`config.mk`:
```
export PLATFORM = sky130hd
export DESIGN_NAME = issue_queue_flat
export DESIGN_NICKNAME = d
export VERILOG_FILES = /design/src/rtl/issue_queue_pkg.sv /design/src/rtl/issue_queue_if.sv /design/src/rtl/issue_queue_scoreboard.sv /design/src/rtl/issue_queue.sv /design/src/flat_wrapper.sv
export SDC_FILE = /design/constraint.sdc
export NUM_CORES = 2
export LEC_CHECK = 0
export ABC_CLOCK_PERIOD_IN_PS = 34300
export CAP_MARGIN = 20
export CORE_MARGIN = 2
export CORE_UTILIZATION = 40
export CTS_CLUSTER_DIAMETER = 80
export CTS_CLUSTER_SIZE = 12
export DETAILED_ROUTE_END_ITERATION = 10
export PLACE_DENSITY = 0.61
export SYNTH_ARGS = -nofsm -noshare
export SYNTH_HDL_FRONTEND = slang
export SYNTH_SLANG_ARGS = --single-unit
```
`constraint.sdc`:
```
create_clock -name clk -period 34.3 [get_ports clk]
set_input_delay 6.86 -clock clk [delete_from_list [all_inputs] [get_ports clk]]
set_output_delay 6.86 -clock clk [all_outputs]
set_load 0.05 [all_outputs]
```
`src/rtl/issue_queue_pkg.sv`:
```
// Shared types and constants for the dual-issue queue.
// Uop type field, regmask bit positions and the queued entry layout.
package issue_queue_pkg;

    localparam int WIDTH_UOP   = 8;
    localparam int UOP_TYPE_LO = 0;
    localparam int UOP_TYPE_HI = 2;
    localparam int ISSUE_DEPTH = 8;

    localparam logic [2:0] ITYPE_IDX_ALU = 3'd0;

    localparam int REGMASK_USE_RJ = 0;
    localparam int REGMASK_USE_RK = 1;
    localparam int REGMASK_WR_RD  = 2;

    typedef struct packed {
        logic [WIDTH_UOP-1:0] uop;
        logic [4:0]           rd;
        logic [4:0]           rj;
        logic [4:0]           rk;
        logic [31:0]          pc;
        logic [31:0]          pc_next;
        logic [31:0]          imm;
        logic [5:0]           exp;
        logic [2:0]           regmask;
    } iq_entry_t;

    function automatic logic is_alu(input logic [WIDTH_UOP-1:0] u);
        return u[UOP_TYPE_HI:UOP_TYPE_LO] == ITYPE_IDX_ALU;
    endfunction

endpackage

```
`src/rtl/issue_queue_if.sv`:
```
// Decode-side enqueue, write-back snoop and issue bundle signals.
// master drives decode/control inputs; slave is the queue itself.
interface issue_queue_if;
    import issue_queue_pkg::*;

    logic                 flush;
    logic                 stall;
    logic                 in_ready;

    logic                 in0_valid;
    logic [WIDTH_UOP-1:0] in0_uop;
    logic [4:0]           in0_rd, in0_rj, in0_rk;
    logic [31:0]          in0_pc, in0_pc_next, in0_imm;
    logic [5:0]           in0_exp;
    logic [2:0]           in0_regmask;

    logic                 in1_valid;
    logic [WIDTH_UOP-1:0] in1_uop;
    logic [4:0]           in1_rd, in1_rj, in1_rk;
    logic [31:0]          in1_pc, in1_pc_next, in1_imm;
    logic [5:0]           in1_exp;
    logic [2:0]           in1_regmask;

    logic                 write_en_0, write_en_1;
    logic [4:0]           write_addr_0, write_addr_1;

    logic                 eu0_en_out;
    logic [WIDTH_UOP-1:0] eu0_uop_out;
    logic [4:0]           eu0_rd_out, eu0_rj_out, eu0_rk_out;
    logic [31:0]          eu0_pc_out, eu0_pc_next_out, eu0_imm_out;
    logic [5:0]           eu0_exp_out;

    logic                 eu1_en_out;
    logic [WIDTH_UOP-1:0] eu1_uop_out;
    logic [4:0]           eu1_rd_out, eu1_rj_out, eu1_rk_out;
    logic [31:0]          eu1_pc_out, eu1_pc_next_out, eu1_imm_out;
    logic [5:0]           eu1_exp_out;

    modport master (
        output flush, stall,
        output in0_valid, in0_uop, in0_rd, in0_rj, in0_rk,
        output in0_pc, in0_pc_next, in0_imm, in0_exp, in0_regmask,
        output in1_valid, in1_uop, in1_rd, in1_rj, in1_rk,
        output in1_pc, in1_pc_next, in1_imm, in1_exp, in1_regmask,
        output write_en_0, write_en_1, write_addr_0, write_addr_1,
        input  in_ready,
        input  eu0_en_out, eu0_uop_out, eu0_rd_out, eu0_rj_out,
        input  eu0_rk_out, eu0_pc_out, eu0_pc_next_out,
        input  eu0_imm_out, eu0_exp_out,
        input  eu1_en_out, eu1_uop_out, eu1_rd_out, eu1_rj_out,
        input  eu1_rk_out, eu1_pc_out, eu1_pc_next_out,
        input  eu1_imm_out, eu1_exp_out
    );

    modport slave (
        input  flush, stall,
        input  in0_valid, in0_uop, in0_rd, in0_rj, in0_rk,
        input  in0_pc, in0_pc_next, in0_imm, in0_exp, in0_regmask,
        input  in1_valid, in1_uop, in1_rd, in1_rj, in1_rk,
        input  in1_pc, in1_pc_next, in1_imm, in1_exp, in1_regmask,
        input  write_en_0, write_en_1, write_addr_0, write_addr_1,
        output in_ready,
        output eu0_en_out, eu0_uop_out, eu0_rd_out, eu0_rj_out,
        output eu0_rk_out, eu0_pc_out, eu0_pc_next_out,
        output eu0_imm_out, eu0_exp_out,
        output eu1_en_out, eu1_uop_out, eu1_rd_out, eu1_rj_out,
        output eu1_rk_out, eu1_pc_out, eu1_pc_next_out,
        output eu1_imm_out, eu1_exp_out
    );

endinterface

```
`src/rtl/issue_queue_scoreboard.sv`:
```
// 32-entry busy scoreboard with two set and two clear ports.
// busy_eff hides registers being written back this cycle (regfile bypass).
module issue_queue_scoreboard (
    input  logic        clk,
    input  logic        rstn,
    input  logic        flush,
    input  logic        set0_en,
    input  logic [4:0]  set0_addr,
    input  logic        set1_en,
    input  logic [4:0]  set1_addr,
    input  logic        clr0_en,
    input  logic [4:0]  clr0_addr,
    input  logic        clr1_en,
    input  logic [4:0]  clr1_addr,
    output logic [31:0] busy_eff
);

    logic [31:0] busy;
    logic [31:0] set_v;
    logic [31:0] clr_v;

    always_comb begin
        set_v = '0;
        clr_v = '0;
        if (set0_en) set_v[set0_addr] = 1'b1;
        if (set1_en) set_v[set1_addr] = 1'b1;
        if (clr0_en) clr_v[clr0_addr] = 1'b1;
        if (clr1_en) clr_v[clr1_addr] = 1'b1;
    end

    assign busy_eff = busy & ~clr_v;

    // A new producer outranks a stale write-back to the same register.
    always_ff @(posedge clk or negedge rstn) begin
        if (!rstn) begin
            busy <= '0;
        end else if (flush) begin
            busy <= '0;
        end else begin
            busy <= (busy & ~clr_v) | set_v;
        end
    end

endmodule

```
`src/rtl/issue_queue.sv`:
```
// In-order dual-issue queue between decode and register-file read.
// eu0 takes any uop; eu1 takes a hazard-free ALU uop behind eu0.
module issue_queue
    import issue_queue_pkg::*;
#(
    parameter int DEPTH = ISSUE_DEPTH
) (
    input logic          clk,
    input logic          rstn,
    issue_queue_if.slave bus
);

    localparam int PW = $clog2(DEPTH);
    localparam int CW = $clog2(DEPTH + 1);

    typedef logic [PW-1:0] ptr_t;

    iq_entry_t   q [DEPTH];
    ptr_t        head, tail;
    logic [CW-1:0] count;
    logic [31:0] busy_eff;

    iq_entry_t   in0_e, in1_e, h0, h1;
    iq_entry_t   eu0_q, eu1_q;
    ptr_t        head_p1, tail_p1;
    logic        acc, iss0, iss1, dep;
    logic [1:0]  n_enq, n_iss;
    logic        eu0_en, eu1_en;

    function automatic logic rdy(input iq_entry_t e, input logic [31:0] b);
        return (!e.regmask[REGMASK_USE_RJ] || e.rj == 5'd0 || !b[e.rj]) &&
               (!e.regmask[REGMASK_USE_RK] || e.rk == 5'd0 || !b[e.rk]) &&
               (!e.regmask[REGMASK_WR_RD]  || e.rd == 5'd0 || !b[e.rd]);
    endfunction

    assign in0_e = '{uop: bus.in0_uop, rd: bus.in0_rd, rj: bus.in0_rj,
                     rk: bus.in0_rk, pc: bus.in0_pc,
                     pc_next: bus.in0_pc_next, imm: bus.in0_imm,
                     exp: bus.in0_exp, regmask: bus.in0_regmask};
    assign in1_e = '{uop: bus.in1_uop, rd: bus.in1_rd, rj: bus.in1_rj,
                     rk: bus.in1_rk, pc: bus.in1_pc,
                     pc_next: bus.in1_pc_next, imm: bus.in1_imm,
                     exp: bus.in1_exp, regmask: bus.in1_regmask};

    assign head_p1 = head + ptr_t'(1);
    assign tail_p1 = tail + ptr_t'(1);
    assign h0 = q[head];
    assign h1 = q[head_p1];

    assign bus.in_ready = (count <= CW'(DEPTH - 2));
    assign acc = bus.in_ready && !bus.flush && bus.in0_valid;

    always_comb begin
        n_enq = 2'd0;
        if (acc) n_enq = bus.in1_valid ? 2'd2 : 2'd1;
    end

    // head+1 must not touch the register head is about to produce.
    always_comb begin
        dep = 1'b0;
        if (h0.regmask[REGMASK_WR_RD] && h0.rd != 5'd0) begin
            dep = (h1.regmask[REGMASK_USE_RJ] && h1.rj == h0.rd) ||
                  (h1.regmask[REGMASK_USE_RK] && h1.rk == h0.rd) ||
                  (h1.regmask[REGMASK_WR_RD]  && h1.rd == h0.rd);
        end
    end

    assign iss0 = (count != '0) && rdy(h0, busy_eff) &&
                  !bus.stall && !bus.flush;
    assign iss1 = iss0 && (count >= CW'(2)) && rdy(h1, busy_eff) &&
                  is_alu(h1.uop) && !dep;
    assign n_iss = iss1 ? 2'd2 : (iss0 ? 2'd1 : 2'd0);

    issue_queue_scoreboard u_sb (
        .clk       (clk),
        .rstn      (rstn),
        .flush     (bus.flush),
        .set0_en   (iss0 && h0.regmask[REGMASK_WR_RD] && h0.rd != 5'd0),
        .set0_addr (h0.rd),
        .set1_en   (iss1 && h1.regmask[REGMASK_WR_RD] && h1.rd != 5'd0),
        .set1_addr (h1.rd),
        .clr0_en   (bus.write_en_0),
        .clr0_addr (bus.write_addr_0),
        .clr1_en   (bus.write_en_1),
        .clr1_addr (bus.write_addr_1),
        .busy_eff  (busy_eff)
    );

    always_ff @(posedge clk) begin
        if (acc) begin
            q[tail] <= in0_e;
            if (bus.in1_valid) q[tail_p1] <= in1_e;
        end
    end

    always_ff @(posedge clk or negedge rstn) begin
        if (!rstn) begin
            head  <= '0;
            tail  <= '0;
            count <= '0;
        end else if (bus.flush) begin
            head  <= '0;
            tail  <= '0;
            count <= '0;
        end else begin
            head  <= head + ptr_t'(n_iss);
            tail  <= tail + ptr_t'(n_enq);
            count <= count + CW'(n_enq) - CW'(n_iss);
        end
    end

    always_ff @(posedge clk or negedge rstn) begin
        if (!rstn) begin
            eu0_en <= 1'b0;
            eu1_en <= 1'b0;
            eu0_q  <= '0;
            eu1_q  <= '0;
        end else begin
            eu0_en <= iss0;
            eu1_en <= iss1;
            if (iss0) eu0_q <= h0;
            if (iss1) eu1_q <= h1;
        end
    end

    assign bus.eu0_en_out      = eu0_en;
    assign bus.eu0_uop_out     = eu0_q.uop;
    assign bus.eu0_rd_out      = eu0_q.rd;
    assign bus.eu0_rj_out      = eu0_q.rj;
    assign bus.eu0_rk_out      = eu0_q.rk;
    assign bus.eu0_pc_out      = eu0_q.pc;
    assign bus.eu0_pc_next_out = eu0_q.pc_next;
    assign bus.eu0_imm_out     = eu0_q.imm;
    assign bus.eu0_exp_out     = eu0_q.exp;

    assign bus.eu1_en_out      = eu1_en;
    assign bus.eu1_uop_out     = eu1_q.uop;
    assign bus.eu1_rd_out      = eu1_q.rd;
    assign bus.eu1_rj_out      = eu1_q.rj;
    assign bus.eu1_rk_out      = eu1_q.rk;
    assign bus.eu1_pc_out      = eu1_q.pc;
    assign bus.eu1_pc_next_out = eu1_q.pc_next;
    assign bus.eu1_imm_out     = eu1_q.imm;
    assign bus.eu1_exp_out     = eu1_q.exp;

endmodule

```
`src/flat_wrapper.sv`:
```
// flat-port wrapper written by rule: the top's interface ports become plain ports
module issue_queue_flat import issue_queue_pkg::*;
#(
    parameter int DEPTH = ISSUE_DEPTH
)
  (clk, rstn, bus_flush, bus_stall, bus_in0_valid, bus_in0_uop, bus_in0_rd, bus_in0_rj, bus_in0_rk, bus_in0_pc, bus_in0_pc_next, bus_in0_imm, bus_in0_exp, bus_in0_regmask, bus_in1_valid, bus_in1_uop, bus_in1_rd, bus_in1_rj, bus_in1_rk, bus_in1_pc, bus_in1_pc_next, bus_in1_imm, bus_in1_exp, bus_in1_regmask, bus_write_en_0, bus_write_en_1, bus_write_addr_0, bus_write_addr_1, bus_in_ready, bus_eu0_en_out, bus_eu0_uop_out, bus_eu0_rd_out, bus_eu0_rj_out, bus_eu0_rk_out, bus_eu0_pc_out, bus_eu0_pc_next_out, bus_eu0_imm_out, bus_eu0_exp_out, bus_eu1_en_out, bus_eu1_uop_out, bus_eu1_rd_out, bus_eu1_rj_out, bus_eu1_rk_out, bus_eu1_pc_out, bus_eu1_pc_next_out, bus_eu1_imm_out, bus_eu1_exp_out);
  issue_queue_if bus_i ();
  input logic clk;
  input logic rstn;
  input wire logic [$bits(bus_i.flush)-1:0] bus_flush;
  input wire logic [$bits(bus_i.stall)-1:0] bus_stall;
  input wire logic [$bits(bus_i.in0_valid)-1:0] bus_in0_valid;
  input wire logic [$bits(bus_i.in0_uop)-1:0] bus_in0_uop;
  input wire logic [$bits(bus_i.in0_rd)-1:0] bus_in0_rd;
  input wire logic [$bits(bus_i.in0_rj)-1:0] bus_in0_rj;
  input wire logic [$bits(bus_i.in0_rk)-1:0] bus_in0_rk;
  input wire logic [$bits(bus_i.in0_pc)-1:0] bus_in0_pc;
  input wire logic [$bits(bus_i.in0_pc_next)-1:0] bus_in0_pc_next;
  input wire logic [$bits(bus_i.in0_imm)-1:0] bus_in0_imm;
  input wire logic [$bits(bus_i.in0_exp)-1:0] bus_in0_exp;
  input wire logic [$bits(bus_i.in0_regmask)-1:0] bus_in0_regmask;
  input wire logic [$bits(bus_i.in1_valid)-1:0] bus_in1_valid;
  input wire logic [$bits(bus_i.in1_uop)-1:0] bus_in1_uop;
  input wire logic [$bits(bus_i.in1_rd)-1:0] bus_in1_rd;
  input wire logic [$bits(bus_i.in1_rj)-1:0] bus_in1_rj;
  input wire logic [$bits(bus_i.in1_rk)-1:0] bus_in1_rk;
  input wire logic [$bits(bus_i.in1_pc)-1:0] bus_in1_pc;
  input wire logic [$bits(bus_i.in1_pc_next)-1:0] bus_in1_pc_next;
  input wire logic [$bits(bus_i.in1_imm)-1:0] bus_in1_imm;
  input wire logic [$bits(bus_i.in1_exp)-1:0] bus_in1_exp;
  input wire logic [$bits(bus_i.in1_regmask)-1:0] bus_in1_regmask;
  input wire logic [$bits(bus_i.write_en_0)-1:0] bus_write_en_0;
  input wire logic [$bits(bus_i.write_en_1)-1:0] bus_write_en_1;
  input wire logic [$bits(bus_i.write_addr_0)-1:0] bus_write_addr_0;
  input wire logic [$bits(bus_i.write_addr_1)-1:0] bus_write_addr_1;
  output wire logic [$bits(bus_i.in_ready)-1:0] bus_in_ready;
  output wire logic [$bits(bus_i.eu0_en_out)-1:0] bus_eu0_en_out;
  output wire logic [$bits(bus_i.eu0_uop_out)-1:0] bus_eu0_uop_out;
  output wire logic [$bits(bus_i.eu0_rd_out)-1:0] bus_eu0_rd_out;
  output wire logic [$bits(bus_i.eu0_rj_out)-1:0] bus_eu0_rj_out;
  output wire logic [$bits(bus_i.eu0_rk_out)-1:0] bus_eu0_rk_out;
  output wire logic [$bits(bus_i.eu0_pc_out)-1:0] bus_eu0_pc_out;
  output wire logic [$bits(bus_i.eu0_pc_next_out)-1:0] bus_eu0_pc_next_out;
  output wire logic [$bits(bus_i.eu0_imm_out)-1:0] bus_eu0_imm_out;
  output wire logic [$bits(bus_i.eu0_exp_out)-1:0] bus_eu0_exp_out;
  output wire logic [$bits(bus_i.eu1_en_out)-1:0] bus_eu1_en_out;
  output wire logic [$bits(bus_i.eu1_uop_out)-1:0] bus_eu1_uop_out;
  output wire logic [$bits(bus_i.eu1_rd_out)-1:0] bus_eu1_rd_out;
  output wire logic [$bits(bus_i.eu1_rj_out)-1:0] bus_eu1_rj_out;
  output wire logic [$bits(bus_i.eu1_rk_out)-1:0] bus_eu1_rk_out;
  output wire logic [$bits(bus_i.eu1_pc_out)-1:0] bus_eu1_pc_out;
  output wire logic [$bits(bus_i.eu1_pc_next_out)-1:0] bus_eu1_pc_next_out;
  output wire logic [$bits(bus_i.eu1_imm_out)-1:0] bus_eu1_imm_out;
  output wire logic [$bits(bus_i.eu1_exp_out)-1:0] bus_eu1_exp_out;
  assign bus_i.flush = bus_flush;
  assign bus_i.stall = bus_stall;
  assign bus_i.in0_valid = bus_in0_valid;
  assign bus_i.in0_uop = bus_in0_uop;
  assign bus_i.in0_rd = bus_in0_rd;
  assign bus_i.in0_rj = bus_in0_rj;
  assign bus_i.in0_rk = bus_in0_rk;
  assign bus_i.in0_pc = bus_in0_pc;
  assign bus_i.in0_pc_next = bus_in0_pc_next;
  assign bus_i.in0_imm = bus_in0_imm;
  assign bus_i.in0_exp = bus_in0_exp;
  assign bus_i.in0_regmask = bus_in0_regmask;
  assign bus_i.in1_valid = bus_in1_valid;
  assign bus_i.in1_uop = bus_in1_uop;
  assign bus_i.in1_rd = bus_in1_rd;
  assign bus_i.in1_rj = bus_in1_rj;
  assign bus_i.in1_rk = bus_in1_rk;
  assign bus_i.in1_pc = bus_in1_pc;
  assign bus_i.in1_pc_next = bus_in1_pc_next;
  assign bus_i.in1_imm = bus_in1_imm;
  assign bus_i.in1_exp = bus_in1_exp;
  assign bus_i.in1_regmask = bus_in1_regmask;
  assign bus_i.write_en_0 = bus_write_en_0;
  assign bus_i.write_en_1 = bus_write_en_1;
  assign bus_i.write_addr_0 = bus_write_addr_0;
  assign bus_i.write_addr_1 = bus_write_addr_1;
  assign bus_in_ready = bus_i.in_ready;
  assign bus_eu0_en_out = bus_i.eu0_en_out;
  assign bus_eu0_uop_out = bus_i.eu0_uop_out;
  assign bus_eu0_rd_out = bus_i.eu0_rd_out;
  assign bus_eu0_rj_out = bus_i.eu0_rj_out;
  assign bus_eu0_rk_out = bus_i.eu0_rk_out;
  assign bus_eu0_pc_out = bus_i.eu0_pc_out;
  assign bus_eu0_pc_next_out = bus_i.eu0_pc_next_out;
  assign bus_eu0_imm_out = bus_i.eu0_imm_out;
  assign bus_eu0_exp_out = bus_i.eu0_exp_out;
  assign bus_eu1_en_out = bus_i.eu1_en_out;
  assign bus_eu1_uop_out = bus_i.eu1_uop_out;
  assign bus_eu1_rd_out = bus_i.eu1_rd_out;
  assign bus_eu1_rj_out = bus_i.eu1_rj_out;
  assign bus_eu1_rk_out = bus_i.eu1_rk_out;
  assign bus_eu1_pc_out = bus_i.eu1_pc_out;
  assign bus_eu1_pc_next_out = bus_i.eu1_pc_next_out;
  assign bus_eu1_imm_out = bus_i.eu1_imm_out;
  assign bus_eu1_exp_out = bus_i.eu1_exp_out;
  issue_queue #(.DEPTH(DEPTH)) u_core (.clk(clk), .rstn(rstn), .bus(bus_i));
endmodule
```
==> summary.txt <==
Layout
  – Fin cells: roughly 7.6k
  – Area Growth Syn to Fin: 15.9%
  – Nets@finish: 5354
  – Final Cell Area: roughly 0.085 mm^2
  – Commonest non-fill, non-tap cell in the layout: mux2_2
  – Most frequent cells in the layout: mux2_2, edfxtp_1, clkdlybuf4s50_1
  – Fill count: about 16k
  – Layout cells sized above 1: 0.393

STA
  – Setup TNS: 0 ps
  – Period utilisation layout: 0.367
  – Slew Limit Fails: 0
  – # setup viols final: 0
  – Post-route clock skew: about 38 ps
  – RSZ-0062 raised after global routing: no
  – Slew margin rel.: 0.236
  – Max Fclk: roughly 79 MHz
  – Final Hold Vio Count: 0
  – Worst-Margin Slew: between 1000 and 1500 ps
  – Final setup margin: between 20000 and 25000 ps
  – Post-layout min period: ~13000 ps

Route
  – Routed WL per cell: 32.1 um
  – Vias/cell: slightly above 6
  – Final wirelength: between 200000 and 250000 um
  – Vias: around 46k
  – DRT iter0 DRCs: between 4k and 5k
  – # DRC: 0
  – First-pass DRT Iterations: 6
  – Post-route ant nets: 0

Run status
  – Status: finished, final reports clean

Worst setup path
  – R2r worst-path depth: 12
  – Worst EP required: around 35000 ps
  – CP arrival: about 13000 ps
  – Crit Path Class: in2reg
  – Worst Setup EP: u_core.bus.eu1_pc_out[11]
  – Critical Path End Type: register
  – Critical Path Start: bus_write_en_0
  – Crit-path max FO: a little under 60
  – R2R Setup Slk: 26070 ps
  – Crit path cell chain: clkdlybuf4s50_1 > or3b_1 > o221ai_1 > mux2i_1 > nor3b_1 > a2111oi_0 > a21oi_1 > a211o_4 > nand4_4 > inv_8 > buf_4 > mux2_2
  – RR Endpoint: u_core.bus.eu1_pc_out[11]
  – Critical register-to-register path startpoint: u_core.head[0]
  – Slowest stage cell, crit path: o221ai_1
  – CP startpoint kind: input pin
  – Max stage delay on crit path: 830 ps

Synth
  – EDFF count, synth: approximately 1.0k
  – Compound-gate portion of the synthesized area: 0.0352
  – Top FF cell, synth: edfxtp_1
  – Synth cell types: between 70 and 80
  – Post-synthesis xor/xnor area fraction: 0.00348
  – Adder-cell share of the synthesized area: 0.00281
  – Multiplexer share of the synthesized area: 0.377
  – Cell Area, Synth: ~0.073 mm^2
  – Mapped Cells: approximately 4.7k
  – Largest family of logic cells by synthesized area: multiplexers
  – Post-Syn Nets: a little under 5k
  – Post-Synth Simple-Gate Area: 0.0346
  – FF+latch count, synth: between 1k and 1.5k
  – Yosys warning count: 0
  – Sequential area share after synthesis: 0.522
  – Synth Area per Inst: 15.6 um^2
  – Asr flop ratio synth: 0.223

CTS
  – Inserted Clock Buffers: roughly 130
  – Clock Sinks: 1318
  – Htree depth: 4
  – Clk_lat worst skew: between 700 and 800 ps
  – Clock Path Buffers: 3
  – CTS tree: built
  – Clock Root Buffer: clkbuf_16
  – # hold bufs at CTS: 0
  – Postcts setup bufs: 0
  – Resize count post-CTS: 0
  – Reg clk slew, reported paths: about 60 ps

Pwr
  – Lkg Pwr: roughly 28 nW
  – PwrDens: 60.5 mW/mm^2
  – Worst ir drop on vdd: around 0.038 mV
  – Total power: 5.12 mW

Placed design
  – Placed cells: ~7.3k
  – Final GP Congestion: about 0.9
  – I/O Buffers: ~530
  – Dpl ws: roughly 21000 ps
  – Post-DP HPWL: roughly 140000 um
  – Post-DP Area: about 0.081 mm^2

Global routing
  – First-pass GRT wire length: approximately 350000 um
  – Vias in the first global route: around 47k
  – Initial antenna violation count: 58
  – Gr usage total: 0.258
  – Largest net degree at the start of global routing: between 100 and 150
  – GRT overflow: 0

Floorplanning
  – Io pins: around 530
  – Die Wd: 431 um
  – Core area: ~0.18 mm^2
  – Starting density of the core: 0.403
  – Num rows: ~160
  – Die Area: roughly 0.19 mm^2
  – Overall die height: about 430 um

Min path
  – Hold crit path type: reg2reg
  – Hold path start: u_core.bus.eu0_rj_out[4]

Flow run
  – Max Cap Viol: 0
## Yosys cell counts (6+ instances only)
cell type / n / area [um^2]
mux2_2: 1099 / 12400
edfxtp_1: 1024 / 30700
mux4_2: 515 / 11600
nand2_1: 365 / 1370
dfrtp_1: 294 / 7360
mux2i_1: 248 / 2480
clkbuf_1: 214 / 803
a21oi_1: 190 / 951
nor2_1: 98 / 368
buf_1: 59 / 221
mux2_4: 59 / 886
a21oi_2: 57 / 499
buf_2: 46 / 230
nand3_1: 39 / 195
o21ai_0: 37 / 185
a31oi_1: 35 / 219
o221ai_1: 32 / 280
inv_1: 24 / 90.1
buf_6: 20 / 225
nor3_1: 17 / 85.1
buf_4: 15 / 113
xnor2_1: 15 / 131
nand3b_1: 12 / 90.1
o22ai_1: 12 / 75.1
ha_1: 10 / 125
xor2_1: 9 / 78.8
and2_1: 8 / 50.1
nand2b_1: 8 / 50.1
and3_1: 7 / 43.8
buf_12: 7 / 140
mux2i_2: 7 / 96.3
nor2b_1: 7 / 43.8
nor3b_1: 6 / 45.0
or3b_2: 6 / 52.6
## kinds of logic (layout without fill, tap and decap cells)
family | after synthesis | count (layout)
muxes | 1934 | 1934
DFF | 1318 | 1318
and+or+nand+nor | 591 | 591
AOI/OAI and AO/OA | 405 | 405
buffers and inverters | 387 | 880
xor gates and xnor gates | 26 | 26
adders and majority gates | 14 | 14
other | 0 | 26
## metrics by stage
stage,hold slack (ps),util
after floorplan,498,-
after global placement,493,0.445
after detailed placement,494,0.445
after CTS,510,0.467
after global routing,526,0.468
final,504,0.468
## report_power, final
group	total [mW]	internal [mW]	leakage [nW]	switching, mW
Clock	1.41	0.761	1.90	0.648
Combinational	1.71	0.676	13.2	1.03
Sequential	2.01	1.89	12.9	0.123
Total	5.12	3.32	28.0	1.80
## how the worst min path moves through the flow
stage / endpoint / slack, ps / cells past startpoint
6_report: u_core.bus.eu0_rj_out[4] / 500 / 1
5_1_grt: u_core.bus.eu1_pc_next_out[31] / 530 / 1
4_1_cts: u_core.bus.eu1_uop_out[0] / 510 / 1
3_5_place_dp: u_core.bus.eu1_imm_out[4] / 490 / 1
3_3_place_gp: u_core.bus.eu0_rj_out[4] / 490 / 1
2_1_floorplan: u_core.u_sb.busy[0] / 500 / 2
## state kept, by name, summed over array words and instances, names as in the netlist
name / flops
u_core.head: 3
u_core.q: 1024
u_core.tail: 3
u_core.bus.eu0_pc_next_out: 32
u_core.bus.eu0_en_out: 1
u_core.bus.eu0_uop_out: 8
u_core.bus.eu1_imm_out: 32
u_core.bus.eu1_uop_out: 8
u_core.bus.eu0_imm_out: 32
u_core.bus.eu1_en_out: 1
u_core.bus.eu0_rd_out: 5
u_core.bus.eu1_rd_out: 5
u_core.bus.eu1_rk_out: 5
u_core.bus.eu0_rk_out: 5
u_core.bus.eu0_rj_out: 5
u_core.count: 4
u_core.bus.eu1_rj_out: 5
u_core.u_sb.busy: 32
u_core.bus.eu1_exp_out: 6
u_core.bus.eu0_pc_out: 32
u_core.bus.eu1_pc_next_out: 32
u_core.bus.eu1_pc_out: 32
u_core.bus.eu0_exp_out: 6
## worst max-delay path: cells and delay by family
| family | cells | cell delay (ps) |
|---|---|---|
| simple gates | 3 | 1490 |
| compound gates | 4 | 1960 |
| buf+inv | 3 | 2140 |
| mux | 2 | 590 |
## cell type report
class	count	area, um^2	share of cell area
inverter	26	105	0.00124
timing repair buffer	618	6150	0.0726
tap	2370	2970	0.0350
antenna	26	65.1	0.000768
multi-input combinational	2970	33300	0.394
clock inverter	19	253	0.00298
sequential	1318	38100	0.450
clock buffer	217	3720	0.0439
## metal layers
layer / share of wire / global-route usage / up-vias / wire length [um]
li1: - / - / 19400 / -
met1: 0.42 / 0.343 / 24500 / 101000
met2: 0.49 / 0.422 / 1762 / 118000
met3: 0.067 / 0.0505 / 382 / 16200
met4: 0.032 / 0.0880 / 48 / 7710
met5: 0.0013 / 0 / - / 310
(Power assumes the default switching activity.)
